==> src/rtl/wla_pkg.sv <==
// Shared types and default sizing for the weight-RAM load/run arbiter.
package wla_pkg;

  localparam int unsigned WLA_ADDR_W = 16;
  localparam int unsigned WLA_DATA_W = 18;
  localparam int unsigned WLA_DEPTH  = 50176;

  typedef enum logic [1:0] {
    IDLE  = 2'd0,
    LOAD  = 2'd1,
    READY = 2'd2,
    RUN   = 2'd3
  } state_t;

endpackage

==> src/rtl/weight_load_arb_if.sv <==
// Loader, accelerator and RAM signal bundle for weight_load_arb.
interface weight_load_arb_if import wla_pkg::*; #(
  parameter int unsigned ADDR_W = WLA_ADDR_W,
  parameter int unsigned DATA_W = WLA_DATA_W
) ();

  logic              ld_start;
  logic              ld_valid;
  logic              ld_ready;
  logic [DATA_W-1:0] ld_data;
  logic              ld_done;
  logic              run_req;
  logic              run_grant;
  logic              acc_done;
  logic [ADDR_W-1:0] acc_adr;
  logic [DATA_W-1:0] acc_d;
  logic              acc_en;
  logic              acc_we;
  logic [DATA_W-1:0] acc_q;
  logic [ADDR_W-1:0] mem_adr;
  logic [DATA_W-1:0] mem_d;
  logic              mem_en;
  logic              mem_we;
  logic [DATA_W-1:0] mem_q;
  logic              err;
  logic [DATA_W-1:0] ld_csum;

  // Arbiter side
  modport slave (
    input  ld_start, ld_valid, ld_data, run_req, acc_done,
    input  acc_adr, acc_d, acc_en, acc_we, mem_q,
    output ld_ready, ld_done, run_grant, acc_q,
    output mem_adr, mem_d, mem_en, mem_we, err, ld_csum
  );

  // Loader, accelerator and RAM side
  modport master (
    output ld_start, ld_valid, ld_data, run_req, acc_done,
    output acc_adr, acc_d, acc_en, acc_we, mem_q,
    input  ld_ready, ld_done, run_grant, acc_q,
    input  mem_adr, mem_d, mem_en, mem_we, err, ld_csum
  );

endinterface

==> src/rtl/weight_load_arb.sv <==
// Arbitrates the weight RAM between a sequential loader and the accelerator.
// Define WLA_CHECKSUM_EN to build the load checksum accumulator.
module weight_load_arb import wla_pkg::*; #(
  parameter int unsigned ADDR_W = WLA_ADDR_W,
  parameter int unsigned DATA_W = WLA_DATA_W,
  parameter int unsigned DEPTH  = WLA_DEPTH
) (
  input  logic              clk,
  input  logic              rst,
  weight_load_arb_if.slave  bus
);

  localparam logic [ADDR_W-1:0] LAST_ADR = ADDR_W'(DEPTH - 1);

  state_t            state_q, state_d;
  logic [ADDR_W-1:0] cnt_q, cnt_d;
  logic              ld_done_q, ld_done_d;
  logic              err_q, err_d;
  logic              accept_c;

  always_ff @(posedge clk or posedge rst) begin
    if (rst) begin
      state_q   <= IDLE;
      cnt_q     <= '0;
      ld_done_q <= 1'b0;
      err_q     <= 1'b0;
    end else begin
      state_q   <= state_d;
      cnt_q     <= cnt_d;
      ld_done_q <= ld_done_d;
      err_q     <= err_d;
    end
  end

  // Next state; ld_start beats run_req and restarts an in-flight load
  always_comb begin
    state_d   = state_q;
    cnt_d     = cnt_q;
    ld_done_d = 1'b0;
    accept_c  = 1'b0;
    err_d     = err_q | (bus.acc_en && (state_q != RUN));
    case (state_q)
      IDLE: begin
        if (bus.ld_start) begin
          state_d = LOAD;
          cnt_d   = '0;
        end
      end
      LOAD: begin
        accept_c = bus.ld_valid;
        if (bus.ld_start) begin
          cnt_d = '0;
        end else if (accept_c) begin
          if (cnt_q == LAST_ADR) begin
            cnt_d     = '0;
            ld_done_d = 1'b1;
            state_d   = READY;
          end else begin
            cnt_d = cnt_q + ADDR_W'(1);
          end
        end
      end
      READY: begin
        if (bus.ld_start) begin
          state_d = LOAD;
          cnt_d   = '0;
        end else if (bus.run_req) begin
          state_d = RUN;
        end
      end
      RUN: begin
        if (bus.acc_done) state_d = READY;
      end
      default: state_d = IDLE;
    endcase
  end

  // RAM port mux: accelerator owns it in RUN, loader writes otherwise
  always_comb begin
    bus.mem_en  = 1'b0;
    bus.mem_we  = 1'b0;
    bus.mem_adr = cnt_q;
    bus.mem_d   = bus.ld_data;
    if (state_q == RUN) begin
      bus.mem_en  = bus.acc_en;
      bus.mem_we  = bus.acc_we;
      bus.mem_adr = bus.acc_adr;
      bus.mem_d   = bus.acc_d;
    end else if (accept_c) begin
      bus.mem_en = 1'b1;
      bus.mem_we = 1'b1;
    end
  end

  assign bus.ld_ready  = (state_q == LOAD);
  assign bus.run_grant = (state_q == RUN);
  assign bus.ld_done   = ld_done_q;
  assign bus.err       = err_q;
  assign bus.acc_q     = bus.mem_q;

`ifdef WLA_CHECKSUM_EN
  logic              restart_c;
  logic [DATA_W-1:0] csum_q;

  assign restart_c = bus.ld_start && (state_q != RUN);

  // Wraps modulo 2^DATA_W; holds after the session until the next ld_start
  always_ff @(posedge clk or posedge rst) begin
    if (rst)            csum_q <= '0;
    else if (restart_c) csum_q <= '0;
    else if (accept_c)  csum_q <= csum_q + bus.ld_data;
  end

  assign bus.ld_csum = csum_q;
`else
  assign bus.ld_csum = DATA_W'(0);
`endif

endmodule

==> src/flat_wrapper.sv <==
// flat-port wrapper written by rule: the top's interface ports become plain ports
module weight_load_arb_flat import wla_pkg::*;
#(
  parameter int unsigned ADDR_W = WLA_ADDR_W,
  parameter int unsigned DATA_W = WLA_DATA_W,
  parameter int unsigned DEPTH  = WLA_DEPTH
)
  (clk, rst, bus_ld_start, bus_ld_valid, bus_ld_data, bus_run_req, bus_acc_done, bus_acc_adr, bus_acc_d, bus_acc_en, bus_acc_we, bus_mem_q, bus_ld_ready, bus_ld_done, bus_run_grant, bus_acc_q, bus_mem_adr, bus_mem_d, bus_mem_en, bus_mem_we, bus_err, bus_ld_csum);
  weight_load_arb_if #(.ADDR_W(ADDR_W), .DATA_W(DATA_W)) bus_i ();
  input  logic clk;
  input  logic rst;
  input wire logic [$bits(bus_i.ld_start)-1:0] bus_ld_start;
  input wire logic [$bits(bus_i.ld_valid)-1:0] bus_ld_valid;
  input wire logic [$bits(bus_i.ld_data)-1:0] bus_ld_data;
  input wire logic [$bits(bus_i.run_req)-1:0] bus_run_req;
  input wire logic [$bits(bus_i.acc_done)-1:0] bus_acc_done;
  input wire logic [$bits(bus_i.acc_adr)-1:0] bus_acc_adr;
  input wire logic [$bits(bus_i.acc_d)-1:0] bus_acc_d;
  input wire logic [$bits(bus_i.acc_en)-1:0] bus_acc_en;
  input wire logic [$bits(bus_i.acc_we)-1:0] bus_acc_we;
  input wire logic [$bits(bus_i.mem_q)-1:0] bus_mem_q;
  output wire logic [$bits(bus_i.ld_ready)-1:0] bus_ld_ready;
  output wire logic [$bits(bus_i.ld_done)-1:0] bus_ld_done;
  output wire logic [$bits(bus_i.run_grant)-1:0] bus_run_grant;
  output wire logic [$bits(bus_i.acc_q)-1:0] bus_acc_q;
  output wire logic [$bits(bus_i.mem_adr)-1:0] bus_mem_adr;
  output wire logic [$bits(bus_i.mem_d)-1:0] bus_mem_d;
  output wire logic [$bits(bus_i.mem_en)-1:0] bus_mem_en;
  output wire logic [$bits(bus_i.mem_we)-1:0] bus_mem_we;
  output wire logic [$bits(bus_i.err)-1:0] bus_err;
  output wire logic [$bits(bus_i.ld_csum)-1:0] bus_ld_csum;
  assign bus_i.ld_start = bus_ld_start;
  assign bus_i.ld_valid = bus_ld_valid;
  assign bus_i.ld_data = bus_ld_data;
  assign bus_i.run_req = bus_run_req;
  assign bus_i.acc_done = bus_acc_done;
  assign bus_i.acc_adr = bus_acc_adr;
  assign bus_i.acc_d = bus_acc_d;
  assign bus_i.acc_en = bus_acc_en;
  assign bus_i.acc_we = bus_acc_we;
  assign bus_i.mem_q = bus_mem_q;
  assign bus_ld_ready = bus_i.ld_ready;
  assign bus_ld_done = bus_i.ld_done;
  assign bus_run_grant = bus_i.run_grant;
  assign bus_acc_q = bus_i.acc_q;
  assign bus_mem_adr = bus_i.mem_adr;
  assign bus_mem_d = bus_i.mem_d;
  assign bus_mem_en = bus_i.mem_en;
  assign bus_mem_we = bus_i.mem_we;
  assign bus_err = bus_i.err;
  assign bus_ld_csum = bus_i.ld_csum;
  weight_load_arb #(.ADDR_W(ADDR_W), .DATA_W(DATA_W), .DEPTH(DEPTH)) u_core (.clk(clk), .rst(rst), .bus(bus_i));
endmodule
==> config.mk <==
export PLATFORM = sky130hd
export DESIGN_NAME = weight_load_arb_flat
export DESIGN_NICKNAME = d
export VERILOG_FILES = /design/src/rtl/wla_pkg.sv /design/src/rtl/weight_load_arb_if.sv /design/src/rtl/weight_load_arb.sv /design/src/flat_wrapper.sv
export SDC_FILE = /design/constraint.sdc
export NUM_CORES = 1
export LEC_CHECK = 0
export BUFFER_PORTS_ARGS = -buffer_cell sky130_fd_sc_hd__buf_2
export CAP_MARGIN = 20
export CORE_ASPECT_RATIO = 0.6
export CORE_MARGIN = 8
export CORE_UTILIZATION = 40
export CTS_CLUSTER_SIZE = 30
export DETAILED_ROUTE_END_ITERATION = 10
export PLACE_DENSITY_LB_ADDON = 0.3
export RECOVER_POWER = 50
export SLEW_MARGIN = 20
export SYNTH_ARGS = -nofsm -noshare
export SYNTH_HDL_FRONTEND = slang
export SYNTH_SLANG_ARGS = --single-unit
==> constraint.sdc <==
create_clock -name clk -period 5.15 [get_ports clk]
set_input_delay 1.03 -clock clk [delete_from_list [all_inputs] [get_ports clk]]
set_output_delay 1.03 -clock clk [all_outputs]
set_load 0.03 [all_outputs]
==> out/metrics.yaml <==
setup_path:
  crit_type: "flop to output pin"
  critPathArrivalTime_ns: 2.56
  worstSetupEndpointType: "output pin"
  worstPathMaxFanout: 42
  worstPathRequired_ns: 4.12
  startpoint_type: "flop"
synthesis:
  synth_async_sr_flop_share: 1.000
  ys_types: 36
  synthTopCellsByCount: "nand2_1 (111), buf_4 (36), dfrtp_1 (20)"
  synth.top_cell.area_share: 0.2749
  synthTopCellsByArea: "dfrtp_1 (27%), nand2_1 (23%), buf_4 (15%)"
  synthFlopType: "dfrtp_1"
  synth-seq-area-share: 0.2749
  postSynthCellCount: 268
  ys_warn_count: 0
  synth_top_cell_by_area: "dfrtp_1"
  synth.cell_area_sq_um: 1820
  ys_ff_latch: 20
  avgSynthCellArea_sq_um: 6.793
  yosysMostFrequentCell: "nand2_1"
  synth_edf_count: 0
grt:
  grt_pass1_vias: 1812
  grt_pass1_wl_mm: 8.259
  grt_overflow: 0
  antenna_found_initial: 0
  grt_start_max_net_pins: 43
  track_usage: 0.1443
routing:
  drt_iter0_markers: 116
  post_drt_wl_per_cell_um: 12.88
  drt_first_pass_iters: 4
  drc: 0
  vias: 1861
  viasPerCell: 4.618
  ant_nets: 0
  drt_wl_total_mm: 5.191
sta:
  post-route-period-util: 0.6978
  max_slew_margin: 0.1970
  rsz0062_at_grt: "false"
  min_period_ns: 3.594
  finalClockSkew_ns: 0.001754
  final_max_slew_viol_count: 0
  fin_tns_setup_ns: 0
  tightest_slew_ns: 1.202
  timing.hold.ws_ns: 0.4652
  fmax_ghz: 0.2783
  finalSetupViolations: 0
  hold_viol: 0
job:
  maxCapViolations: 0
power_and_ir_drop:
  power_density_nw_per_um2: 166.2
  p_leak_nw: 1.213
  switching_share: 0.3269
  power.net_switching_w: 0.0001170
  p_seq_frac: 0.452
  ir_drop_v: 0.00008885
  pwr-share-clk: 0.283
  power.share.combinational: 0.264
  power.internal_w: 0.0002409
cts:
  ctsHtreeMaxLevel: 1
  postCtsHoldBufs: 0
  post_cts_buffers: 0
  path_clk_slew_ns: 0.07
  cts_tree: "yes"
  cts_buffer_depth: 2
  clock-sinks: 20
  clk_root_buffer_cell: "clkbuf_8"
  cts_inserted_buffers: 3
  cts_resized: 0
  clk_latency_ns: 0.26
finish:
  synthToLayoutAreaGrowth_pct: 18.28
  drive_above_1_share: 0.3029
  diodes: 0
  layout.nets: 421
place:
  port_buffers: 99
  dp_hpwl_mm: 4.031
  place_congestion: 0.7875
die:
  rows: 19
  die_x_um: 103.1
  core_area_sq_um: 4469
  die_area_sq_um: 7037
  initial_utilization: 0.4073
  die_h_um: 68.26
  boundaryPins: 154
min_path:
  min_path_type: "flop to flop"
run_status:
  outcome: "complete, no violations"
==> per-stage QoR <==
step / setup WS (ns) / std cells / util / area (sq um) / power (W)
4_1_cts: 2.235 / 403 / 0.4860 / 2172 / 0.0003628
6_report: 1.556 / 403 / 0.4818 / 2153 / 0.0003580
5_1_grt: 1.061 / 403 / 0.4818 / 2153 / 0.0003773
2_1_floorplan: 2.298 / 285 / - / 1884 / 0.0002593
3_3_place_gp: 2.515 / 400 / 0.4768 / 2131 / 0.0002590
3_5_place_dp: 2.449 / 400 / 0.4768 / 2131 / 0.0002598
==> flip-flops by register name, indices dropped and copies added (netlist names) <==
signal,cells
u_core.cnt_q,16
u_core.state_q,2
u_core.bus.err,1
u_core.bus.ld_done,1
==> placed cells by master, fill, tap and decap left out, drive strengths merged, types with 2 or more instances in the layout <==
master    n
nand4     5
or4       6
dfrtp    20
conb     18
nand3b    4
and3      4
xor2      2
nor3      4
nand2b    2
nor2b     2
nor2      6
inv       6
a21o      2
a211oi    2
clkbuf    5
a21boi    2
a21oi     8
a31oi     8
buf      97
nand2   112
nand3     3
o31ai     5
o21ai     8
==> critical path: stages (launching register included) <==
cell and delay, ns:
dfrtp_1 0.49, nand2_1 0.74, inv_4 0.65, nand2_1 0.09, o21ai_0 0.08, buf_2 0.23
==> final timing paths <==
| kind | endpoint | slack (ns) | cells after the start | startpoint |
|---|---|---|---|---|
| max | bus_mem_adr[8] | 1.56 | 5 | u_core.state_q[0] |
| min | u_core.bus.err | 0.47 | 1 | u_core.bus.err |
| max reg2reg | u_core.cnt_q[12] | 2.14 | 5 | u_core.state_q[0] |
| min reg2reg | u_core.bus.err | 0.47 | 1 | u_core.bus.err |
| max in group asynchronous | u_core.cnt_q[4] | 3.77 | 2 | rst |
| min in group asynchronous | u_core.bus.ld_done | 0.90 | 2 | rst |
==> cell families after synthesis <==
family | count (synthesis) | share of synthesized area
other | 1 | 0.002060
adder cells (fa/ha/maj) | 1 | 0.006872
AO/OA/AOI/OAI | 38 | 0.1306
AND/OR/NAND/NOR | 153 | 0.3821
buffers and inverters | 53 | 0.1938
XOR/XNOR | 2 | 0.009624
flip-flops | 20 | 0.2749
==> power by group through the flow <==
stage	logic, W	registers (W)	clock network [W]
floorplan	0.0000952	0.000164	0
global placement	0.0000941	0.000165	0
detailed placement	0.0000949	0.000165	0
CTS	0.0000951	0.000162	0.000106
global route	0.000104	0.000162	0.000110
finish	0.0000947	0.000162	0.000101
==> routing by layer <==
layer / part of all wire / up-vias / track usage
met1: 0.48 / 801 / 0.1993
met4: 0.0064 / 0 / 0.02326
met5: 0 / - / 0
met3: 0.078 / 6 / 0.04772
met2: 0.44 / 66 / 0.2168
li1: - / 988 / -
==> cell type report <==
class	instances	area [sq um]
fillers	491	2316
multi-input cells	212	1015
flip-flops and latches	20	500.5
repair buffers	99	493.0
well taps	63	78.83
clock buffers	3	41.29
inverters	6	25.02
Power figures use the tool's default switching activity.
